**config.mk**
```make
export PLATFORM = sky130hd
export DESIGN_NAME = tile_span_walker
export DESIGN_NICKNAME = d
export VERILOG_FILES = /design/src/rtl/pvr_tile_pkg.sv /design/src/rtl/span_prienc.sv /design/src/rtl/tile_span_walker.sv
export SDC_FILE = /design/constraint.sdc
export NUM_CORES = 1
export LEC_CHECK = 0
export BUFFER_PORTS_ARGS = -buffer_cell sky130_fd_sc_hd__buf_2
export CORE_UTILIZATION = 45
export DETAILED_ROUTE_END_ITERATION = 10
export GPL_ROUTABILITY_DRIVEN = 1
export GPL_TIMING_DRIVEN = 0
export PLACE_DENSITY = 0.77
export SLEW_MARGIN = 20
export SYNTH_ARGS = -nofsm -noshare
export SYNTH_HDL_FRONTEND = slang
export SYNTH_SLANG_ARGS = --single-unit
```
**constraint.sdc**
```tcl
create_clock -name clock -period 7.4 [get_ports clock]
set_input_delay 0.37 -clock clock [delete_from_list [all_inputs] [get_ports clock]]
set_output_delay 0.37 -clock clock [all_outputs]
set_load 0.02 [all_outputs]
```
**src/rtl/pvr_tile_pkg.sv**
```systemverilog
// rtl/pvr_tile_pkg.sv - shared tile geometry, coordinate types and walker state encoding
package pvr_tile_pkg;

  localparam int TILE_W = 32;
  localparam int TILE_H = 32;

  typedef logic [10:0] coord_t;
  typedef logic [5:0]  tile_idx_t;

  typedef enum logic [1:0] {
    ST_IDLE,
    ST_REQ,
    ST_EMIT,
    ST_DONE
  } walker_state_t;

  // Pixel base of a tile: index * 32, never wraps in 11 bits.
  function automatic coord_t tile_base(input tile_idx_t t);
    return {t, 5'd0};
  endfunction

endpackage

```
**src/rtl/span_prienc.sv**
```systemverilog
// rtl/span_prienc.sv - 32-bit find-first-set: lowest set bit index, its one-hot, single-bit flag
module span_prienc
  import pvr_tile_pkg::*;
(
  input  logic [TILE_W-1:0] mask,
  output logic [4:0]        index,
  output logic [TILE_W-1:0] onehot,
  output logic              single_bit
);

  always_comb begin
    index = '0;
    for (int i = TILE_W - 1; i >= 0; i--) begin
      if (mask[i]) index = 5'(i);
    end
    onehot     = mask & (~mask + TILE_W'(1));
    single_bit = (mask != '0) && ((mask & (mask - TILE_W'(1))) == '0);
  end

endmodule

```
**src/rtl/tile_span_walker.sv**
```systemverilog
// rtl/tile_span_walker.sv - walks the rows of one 32x32 tile, fetches each row's coverage
// mask and streams its set bits as (x, y) pixels over a valid/ready handshake
module tile_span_walker
  import pvr_tile_pkg::*;
#(
  parameter int MASK_LAT = 1
) (
  input  logic              clock,
  input  logic              reset,
  input  logic              start,
  input  logic [5:0]        tile_x,
  input  logic [5:0]        tile_y,
  input  logic              abort,
  output logic [10:0]       x_ps,
  output logic [10:0]       y_ps,
  input  logic [TILE_W-1:0] inTri,
  output logic              pix_valid,
  input  logic              pix_ready,
  output logic [10:0]       pix_x,
  output logic [10:0]       pix_y,
  output logic              pix_eol,
  output logic              busy,
  output logic              done,
  output logic [10:0]       pix_count
);

  localparam int LAT_W = (MASK_LAT > 1) ? $clog2(MASK_LAT) : 1;

  walker_state_t     state;
  logic [4:0]        row;
  logic [LAT_W-1:0]  lat;
  // Holds the bits still to be emitted after the pixel currently presented.
  logic [TILE_W-1:0] mask_q;

  logic [TILE_W-1:0] pe_src;
  logic [4:0]        pe_index;
  logic [TILE_W-1:0] pe_onehot;
  logic              pe_single;
  logic              lat_hit;
  logic              last_row;
  logic              handshake;

  // One encoder serves both the freshly captured row and the remaining bits.
  assign pe_src    = (state == ST_REQ) ? inTri : mask_q;
  assign lat_hit   = (lat == LAT_W'(MASK_LAT - 1));
  assign last_row  = (row == 5'(TILE_H - 1));
  assign handshake = pix_valid && pix_ready;

  span_prienc u_prienc (
    .mask       (pe_src),
    .index      (pe_index),
    .onehot     (pe_onehot),
    .single_bit (pe_single)
  );

  always_ff @(posedge clock) begin
    if (reset) begin
      state     <= ST_IDLE;
      row       <= '0;
      lat       <= '0;
      mask_q    <= '0;
      x_ps      <= '0;
      y_ps      <= '0;
      pix_valid <= 1'b0;
      pix_x     <= '0;
      pix_y     <= '0;
      pix_eol   <= 1'b0;
      busy      <= 1'b0;
      done      <= 1'b0;
      pix_count <= '0;
    end else begin
      done <= 1'b0;
      case (state)
        ST_IDLE: begin
          if (start) begin
            x_ps      <= tile_base(tile_x);
            y_ps      <= tile_base(tile_y);
            row       <= '0;
            lat       <= '0;
            pix_count <= '0;
            busy      <= 1'b1;
            state     <= ST_REQ;
          end
        end

        ST_REQ: begin
          if (abort) begin
            busy  <= 1'b0;
            state <= ST_IDLE;
          end else if (!lat_hit) begin
            lat <= lat + LAT_W'(1);
          end else if (inTri == '0) begin
            if (last_row) begin
              done  <= 1'b1;
              state <= ST_DONE;
            end else begin
              row   <= row + 5'd1;
              y_ps  <= y_ps + 11'd1;
              lat   <= '0;
            end
          end else begin
            mask_q    <= inTri & ~pe_onehot;
            pix_valid <= 1'b1;
            pix_x     <= x_ps + 11'(pe_index);
            pix_y     <= y_ps;
            pix_eol   <= pe_single;
            state     <= ST_EMIT;
          end
        end

        ST_EMIT: begin
          if (abort) begin
            pix_valid <= 1'b0;
            busy      <= 1'b0;
            state     <= ST_IDLE;
          end else if (handshake) begin
            pix_count <= pix_count + 11'd1;
            if (mask_q != '0) begin
              mask_q  <= mask_q & ~pe_onehot;
              pix_x   <= x_ps + 11'(pe_index);
              pix_eol <= pe_single;
            end else begin
              pix_valid <= 1'b0;
              if (last_row) begin
                done  <= 1'b1;
                state <= ST_DONE;
              end else begin
                row   <= row + 5'd1;
                y_ps  <= y_ps + 11'd1;
                lat   <= '0;
                state <= ST_REQ;
              end
            end
          end
        end

        ST_DONE: begin
          busy  <= 1'b0;
          state <= ST_IDLE;
        end

        default: begin
          pix_valid <= 1'b0;
          busy      <= 1'b0;
          state     <= ST_IDLE;
        end
      endcase
    end
  end

endmodule
```
Word-level counts from Yosys, hierarchy flattened
Cells that the tools add are included.
{"block": "classes", "n_addsub": 7, "eq_ne": 19, "muxes": 112, "bitwise": 9, "n_reduce_logical": 20}
{"op": "two-way mux 32 bit", "count": 7}
{"op": "two-way mux 5 bit", "count": 40}
{"op": "two-way mux 11 bit", "count": 17}
{"op": "AND 32 bit", "count": 4}
{"op": "zero test 32 bit", "count": 2}
{"op": "inverter 32 bit", "count": 2}
{"op": "one-hot mux 32 bit (2 select lines)", "count": 1}
{"op": "nonzero test 32 bit", "count": 2}
{"op": "one-hot mux 11 bit (2 select lines)", "count": 2}
{"op": "one-hot mux 11 bit (3 select lines)", "count": 1}
{"op": "adder 32 x 1 -> 32 bit (second input constant)", "count": 1}
{"op": "subtractor 32 x 1 -> 32 bit (second input constant)", "count": 1}
{"op": "two-way mux 1 bit", "count": 28}
{"op": "adder 11 x 1 -> 11 bit (second input constant)", "count": 2}
{"op": "two-way mux 2 bit", "count": 9}
{"op": "inequality test 2 bit (second input constant)", "count": 9}
{"op": "one-hot mux 5 bit (3 select lines)", "count": 1}
{"op": "AND reduction 7 bit", "count": 2}
{"op": "adder 11 x 5 -> 11 bit", "count": 1}
{"op": "inequality test 3 bit (second input constant)", "count": 3}
{"op": "one-hot mux 2 bit (4 select lines)", "count": 1}
{"op": "AND reduction 4 bit", "count": 2}
{"op": "AND reduction 8 bit", "count": 1}
{"op": "one-hot mux 1 bit (2 select lines)", "count": 3}
{"op": "other kinds (17)", "count": 25}
{"block": "word_totals", "register_bits": 94, "output_inout_bits": 59, "word_cells": 180}

Longest topological paths before layout
{"block": "logic_depth", "depth_word": 39, "depth_mapped": 13, "ltp_nobuf": 9}

Modules after synthesis
A second synthesis with hierarchy kept.
{"block": "unflattened", "cells_unflattened": 770, "area_unflattened_um2": 6226.0}
{"mod": "tile_span_walker", "instances": 1, "cells_per_inst": 609, "area_per_inst_um2": 5197.5, "seq_area_each_um2": 1861.8}
{"mod": "span_prienc", "instances": 1, "cells_per_inst": 161, "area_per_inst_um2": 1028.5, "seq_area_each_um2": 0.0}

Least setup slack after synthesis
Ideal clock, no wire load.
{"block": "synth_path", "kind": "register to register", "startpoint": "register state[1]", "endpoint": "register mask_q[10]", "setup_time_ns": 0.128, "t_arrival_ns": 2.492, "required_ns": 7.272, "setup_slack_ns": 4.781, "stages_incl_launch_ff": 13, "n_path_buf": 3, "synth_period_minus_slack_ns": 2.619, "cell_sequence": "dfxtp_1 > inv_1 > ha_1 > buf_4 > nor3_1 > a2bb2o_4 > buf_6 > or2_2 > clkbuf_1 > or3_1 > a21o_1 > a32oi_1 > nor2_1"}
{"block": "synth_between", "elab_chain_len": 11, "elab_cells_between_ends": 24}
{"element": "from (decl)", "line_no": "tile_span_walker.sv:29", "source": "walker_state_t state;"}
{"element": "from (signal assigned)", "line_no": "tile_span_walker.sv:58", "source": "state <= ST_IDLE;"}
{"element": "from (signal assigned)", "line_no": "tile_span_walker.sv:82", "source": "state <= ST_REQ;"}
{"element": "from (signal assigned)", "line_no": "tile_span_walker.sv:89", "source": "state <= ST_IDLE;"}
{"element": "== test 2 x 1 -> 1 bit", "line_no": "tile_span_walker.sv:44, tile_span_walker.sv:73"}
{"element": "two-way mux 32 bit", "line_no": "tile_span_walker.sv:44", "source": "assign pe_src = (state == ST_REQ) ? inTri : mask_q;"}
{"element": "inverter 32 bit", "line_no": "span_prienc.sv:16", "source": "onehot = mask & (~mask + TILE_W'(1));"}
{"element": "adder 32 x 1 -> 32 bit", "line_no": "span_prienc.sv:16"}
{"element": "AND 32 bit", "line_no": "span_prienc.sv:16"}
{"element": "inverter 32 bit", "line_no": "tile_span_walker.sv:102, tile_span_walker.sv:119"}
{"element": "AND 32 bit (on tied branches)", "line_no": "tile_span_walker.sv:119, tile_span_walker.sv:102"}
{"element": "two-way mux 32 bit (on tied branches)", "line_no": "tile_span_walker.sv:118, tile_span_walker.sv:92"}
{"element": "two-way mux 32 bit (on tied branches)", "line_no": "tile_span_walker.sv:116, tile_span_walker.sv:90"}
{"element": "two-way mux 32 bit (on tied branches)", "line_no": "tile_span_walker.sv:112, tile_span_walker.sv:87"}
{"element": "one-hot mux 32 bit (2 select lines)", "line_no": "tile_span_walker.sv:73", "source": "case (state)"}
{"element": "to (signal assigned)", "line_no": "tile_span_walker.sv:102", "source": "mask_q <= inTri & ~pe_onehot;"}
{"element": "to (signal assigned)", "line_no": "tile_span_walker.sv:119", "source": "mask_q <= mask_q & ~pe_onehot;"}
{"element": "to (decl)", "line_no": "tile_span_walker.sv:33", "source": "logic [TILE_W-1:0] mask_q;"}
Parallel ways exist; a longest one is shown, timed or not. The select of a mux whose other input is x is not followed.
A chain may end at the register's enable or synchronous reset.

Worst setup path after layout
{"block": "layout_path", "startpoint": "register state[1]", "endpoint": "register pix_eol"}
{"block": "layout_between", "elab_chain_len": 10, "elab_cells_between_ends": 23}
{"element": "== test 2 x 1 -> 1 bit", "line_no": "tile_span_walker.sv:44, tile_span_walker.sv:73"}
{"element": "two-way mux 32 bit", "line_no": "tile_span_walker.sv:44"}
{"element": "subtractor 32 x 1 -> 32 bit", "line_no": "span_prienc.sv:17", "source": "single_bit = (mask != '0) && ((mask & (mask - TILE_W'(1))) == '0);"}
{"element": "AND 32 bit", "line_no": "span_prienc.sv:17"}
{"element": "zero test 32 bit", "line_no": "span_prienc.sv:17"}
{"element": "logical AND 1 bit", "line_no": "span_prienc.sv:17"}
{"element": "two-way mux 1 bit (on tied branches)", "line_no": "tile_span_walker.sv:118, tile_span_walker.sv:92"}
{"element": "two-way mux 1 bit (on tied branches)", "line_no": "tile_span_walker.sv:116, tile_span_walker.sv:90"}
{"element": "two-way mux 1 bit (on tied branches)", "line_no": "tile_span_walker.sv:112, tile_span_walker.sv:87"}
{"element": "one-hot mux 1 bit (2 select lines)", "line_no": "tile_span_walker.sv:73"}
{"element": "to (signal assigned)", "line_no": "tile_span_walker.sv:106", "source": "pix_eol <= pe_single;"}
{"element": "to (signal assigned)", "line_no": "tile_span_walker.sv:121", "source": "pix_eol <= pe_single;"}
{"element": "to (decl)", "line_no": "tile_span_walker.sv:21", "source": "output logic pix_eol,"}
Parallel ways exist; a longest one is shown, timed or not. The select of a mux whose other input is x is not followed.

==> key figures <==
Synth
  • Sequential area share after synthesis: 31.6%
  • Total number of yosys warnings: 0
  • Mapped Area: 5890 um2
  • Top_reg_cell synth: dfxtp_1
  • Syn Area/Cell: 7.96 um2
  • Fraction of registers with async set/reset: 0%
  • Largest cells by area after synthesis: dfxtp_1 32%, nor2_1 6.7%, mux2i_1 6.5%
  • Number of distinct library cells after synthesis: 75
  • EDFF count, synth: 0
  • Yosys top cell area share: 31.6%
  • Post-Synthesis Cells: 740
  • Leading area contributor after synthesis: dfxtp_1
  • Synth Register Bits: 93

Placement
  • Placed inst area: 6620 um2
  • GP Congestion: 0.997
  • IO buf count: 101
  • HPWL Detailed: 15400 um

Critical path
  • Arr. time, crit path: 3.86 ns
  • CP Cell Sequence: inv_1 > ha_1 > buf_4 > buf_2 > buf_2 > buf_1 > buf_2 > o21ai_0 > o32ai_1 > nand4_1 > o31ai_2
  • CP Max Fanout: 10
  • Critical path origin: state[1]
  • Delay-heaviest family, CP: buffers and inverters
  • Most used cell, CP: buf_2
  • WP data required: 7.68 ns
  • RR Startpoint: state[1]
  • Crit end category: register
  • Crit-path max cell delay: 0.55 ns
  • Critical path class: reg2reg
  • Buf+Inv Stages, Crit Path: 6
  • CP Launch Type: register
  • CP max-delay cell: buf_1

Global routing
  • First-pass GRT wire length: 32100 um
  • Initial antenna violation count: 0
  • Gr usage total: 31.6%
  • Pin count of the biggest net entering global routing: 18
  • Vias in the first global route: 5948
  • Remaining global-route overflow: 0

CTS
  • Post-CTS Resized: 0
  • CTS root buf: clkbuf_16
  • Clock Sinks: 93
  • Post-CTS Setup Bufs: 0
  • Clk buf depth: 2
  • TritonCTS Buffers: 9
  • H-tree depth: 3
  • CTS tree: yes
  • Hold buffers post-CTS: 0
  • Clk_lat worst skew: 0.37 ns
  • Clock slew at reported path FFs: 0.08 ns

Die
  • Starting density of the core: 46.5%
  • FP Rows: 41
  • # IOs: 108
  • Core ar.: 12700 um2
  • Die width: 116 um
  • Die Y-Extent: 116 um
  • Die area: 13500 um2

Timing
  • Fmax: 279 MHz
  • Hold WS: 0.264 ns
  • Final hold vios: 0
  • Max transition margin: 44.4%
  • Final Slew Violations: 0
  • Setup TNS: 0 ns
  • Min Tclk post-route: 3.58 ns
  • Worst Skew: 0.0123 ns
  • Slew @ Worst Pin: 0.833 ns
  • RSZ-0062 raised after global routing: false
  • Final setup viols: 0
  • Post-route clock period utilization: 48.4%

Pwr
  • Lkg Pwr: 0.00289 uW
  • Tot Pwr: 1630 uW
  • Power Density: 234 nW/um2
  • Peak VDD IR: 131 uV

Routing
  • DRT iter0 DRCs: 694
  • Detailed-route DRC error count: 0
  • Routed WL: 21000 um
  • Vias: 6432
  • Post-DR vias/cell: 6.23
  • DR WL/cell: 20.3 um
  • DRT antenna net count: 0
  • DRT Pass-1 Iters: 5

Finish
  • Area growth from synthesis to layout: 17.9%
  • # fillers: 1235
  • Final net count: 913
  • Multi-input combinational cell area: 3750 um2
  • Fin util: 54.8%
  • Antenna Cells: 0
  • Finished Cell Area: 6940 um2
  • Most common cell after layout, fill and taps aside: buf_2
  • Commonest non-fill, non-tap cells in the layout: 110 x buf_2, 105 x nor2_1, 93 x dfxtp_1, 56 x a21oi_1, 45 x nand2_1
  • Layout cells sized above 1: 19.2%
  • FF/Latch Area: 1860 um2

Status
  • Status: finished clean

Run
  • # Max-Cap Violations: 0

Min path
  • Hold Crit Start: tile_x[1]
  • HP Class: in2reg
==> layout make-up <==
class / count / share of cell area, %
plain buffers: 50 / 3.51
clock buffers: 10 / 3.44
clock inverters: 6 / 1.14
inverters: 12 / 0.649
multi-input cells: 589 / 54.1
flip-flops and latches: 93 / 26.8
well taps: 172 / 3.10
repair buffers: 101 / 7.28
==> layer usage <==
| metal | share of wire (%) | up-vias | GRT usage [%] |
|---|---|---|---|
| met3 | 10 | 74 | 6.12 |
| met1 | 43 | 2982 | 40.6 |
| li1 | - | 2982 | - |
| met5 | 0 | - | 0 |
| met4 | 4.3 | 0 | 18.1 |
| met2 | 43 | 394 | 49.6 |
==> worst min-delay path, delay by kind of cell <==
kind	cells	cell delay [ns]
buffers and inverters	1	0.10
AO/OA/AOI/OAI	1	0.05
AND/OR/NAND/NOR	1	0.06
==> registers in the layout (all words and copies together), names as in the netlist, 2 cells and up <==
| signal | cells |
|---|---|
| mask_q | 32 |
| pix_count | 11 |
| pix_x | 11 |
| pix_y | 11 |
| y_ps | 11 |
| x_ps | 6 |
| row | 5 |
| state | 2 |
==> logic make-up after synthesis <==
kind of cell	share of synthesized area, %
multiplexers	9.56
AND/OR/NAND/NOR	24.2
AO/OA/AOI/OAI	25.2
flip-flops	31.6
other	0.0637
buffers and inverters	4.91
adder cells (fa/ha/maj)	1.70
XOR/XNOR	2.68
==> power by group <==
| part | switching [uW] | leakage (uW) | internal [uW] |
|---|---|---|---|
| Clock | 226 | 0.000157 | 279 |
| Sequential | 40.8 | 0.000757 | 533 |
| Combinational | 354 | 0.00197 | 194 |
| Total | 621 | 0.00289 | 1010 |
==> metrics by stage <==
| step | std cells | setup WS [ns] |
|---|---|---|
| 2_1_floorplan | 744 | 4.78 |
| 3_5_place_dp | 1017 | 3.99 |
| 3_3_place_gp | 1017 | 3.94 |
| 6_report | 1033 | 3.82 |
| 4_1_cts | 1033 | 3.97 |
| 5_1_grt | 1033 | 3.71 |
==> cell usage after synthesis (all sizes together) (7+ instances only) <==
library cell,count
dfxtp,93
o31ai,7
nor2b,9
nand2,45
mux2i,40
nand2b,7
o22ai,8
nor3b,9
o21ai,38
xor2,13
o211ai,10
inv,11
nor4,14
nor3,27
ha,8
nand3,23
nor2,105
a21oi,56
a221oi,7
nand4,15
mux2,13
a21o,20
a32oi,16
clkbuf,30
buf,20
==> worst paths after layout <==
kind,slack [ns],depth (start not counted),to
setup / recovery,3.82,11,pix_eol
hold / removal,0.26,3,x_ps[6]
setup reg to reg,3.82,11,pix_eol
hold reg to reg,0.47,2,x_ps[10]
Power figures use the tool's default switching activity.
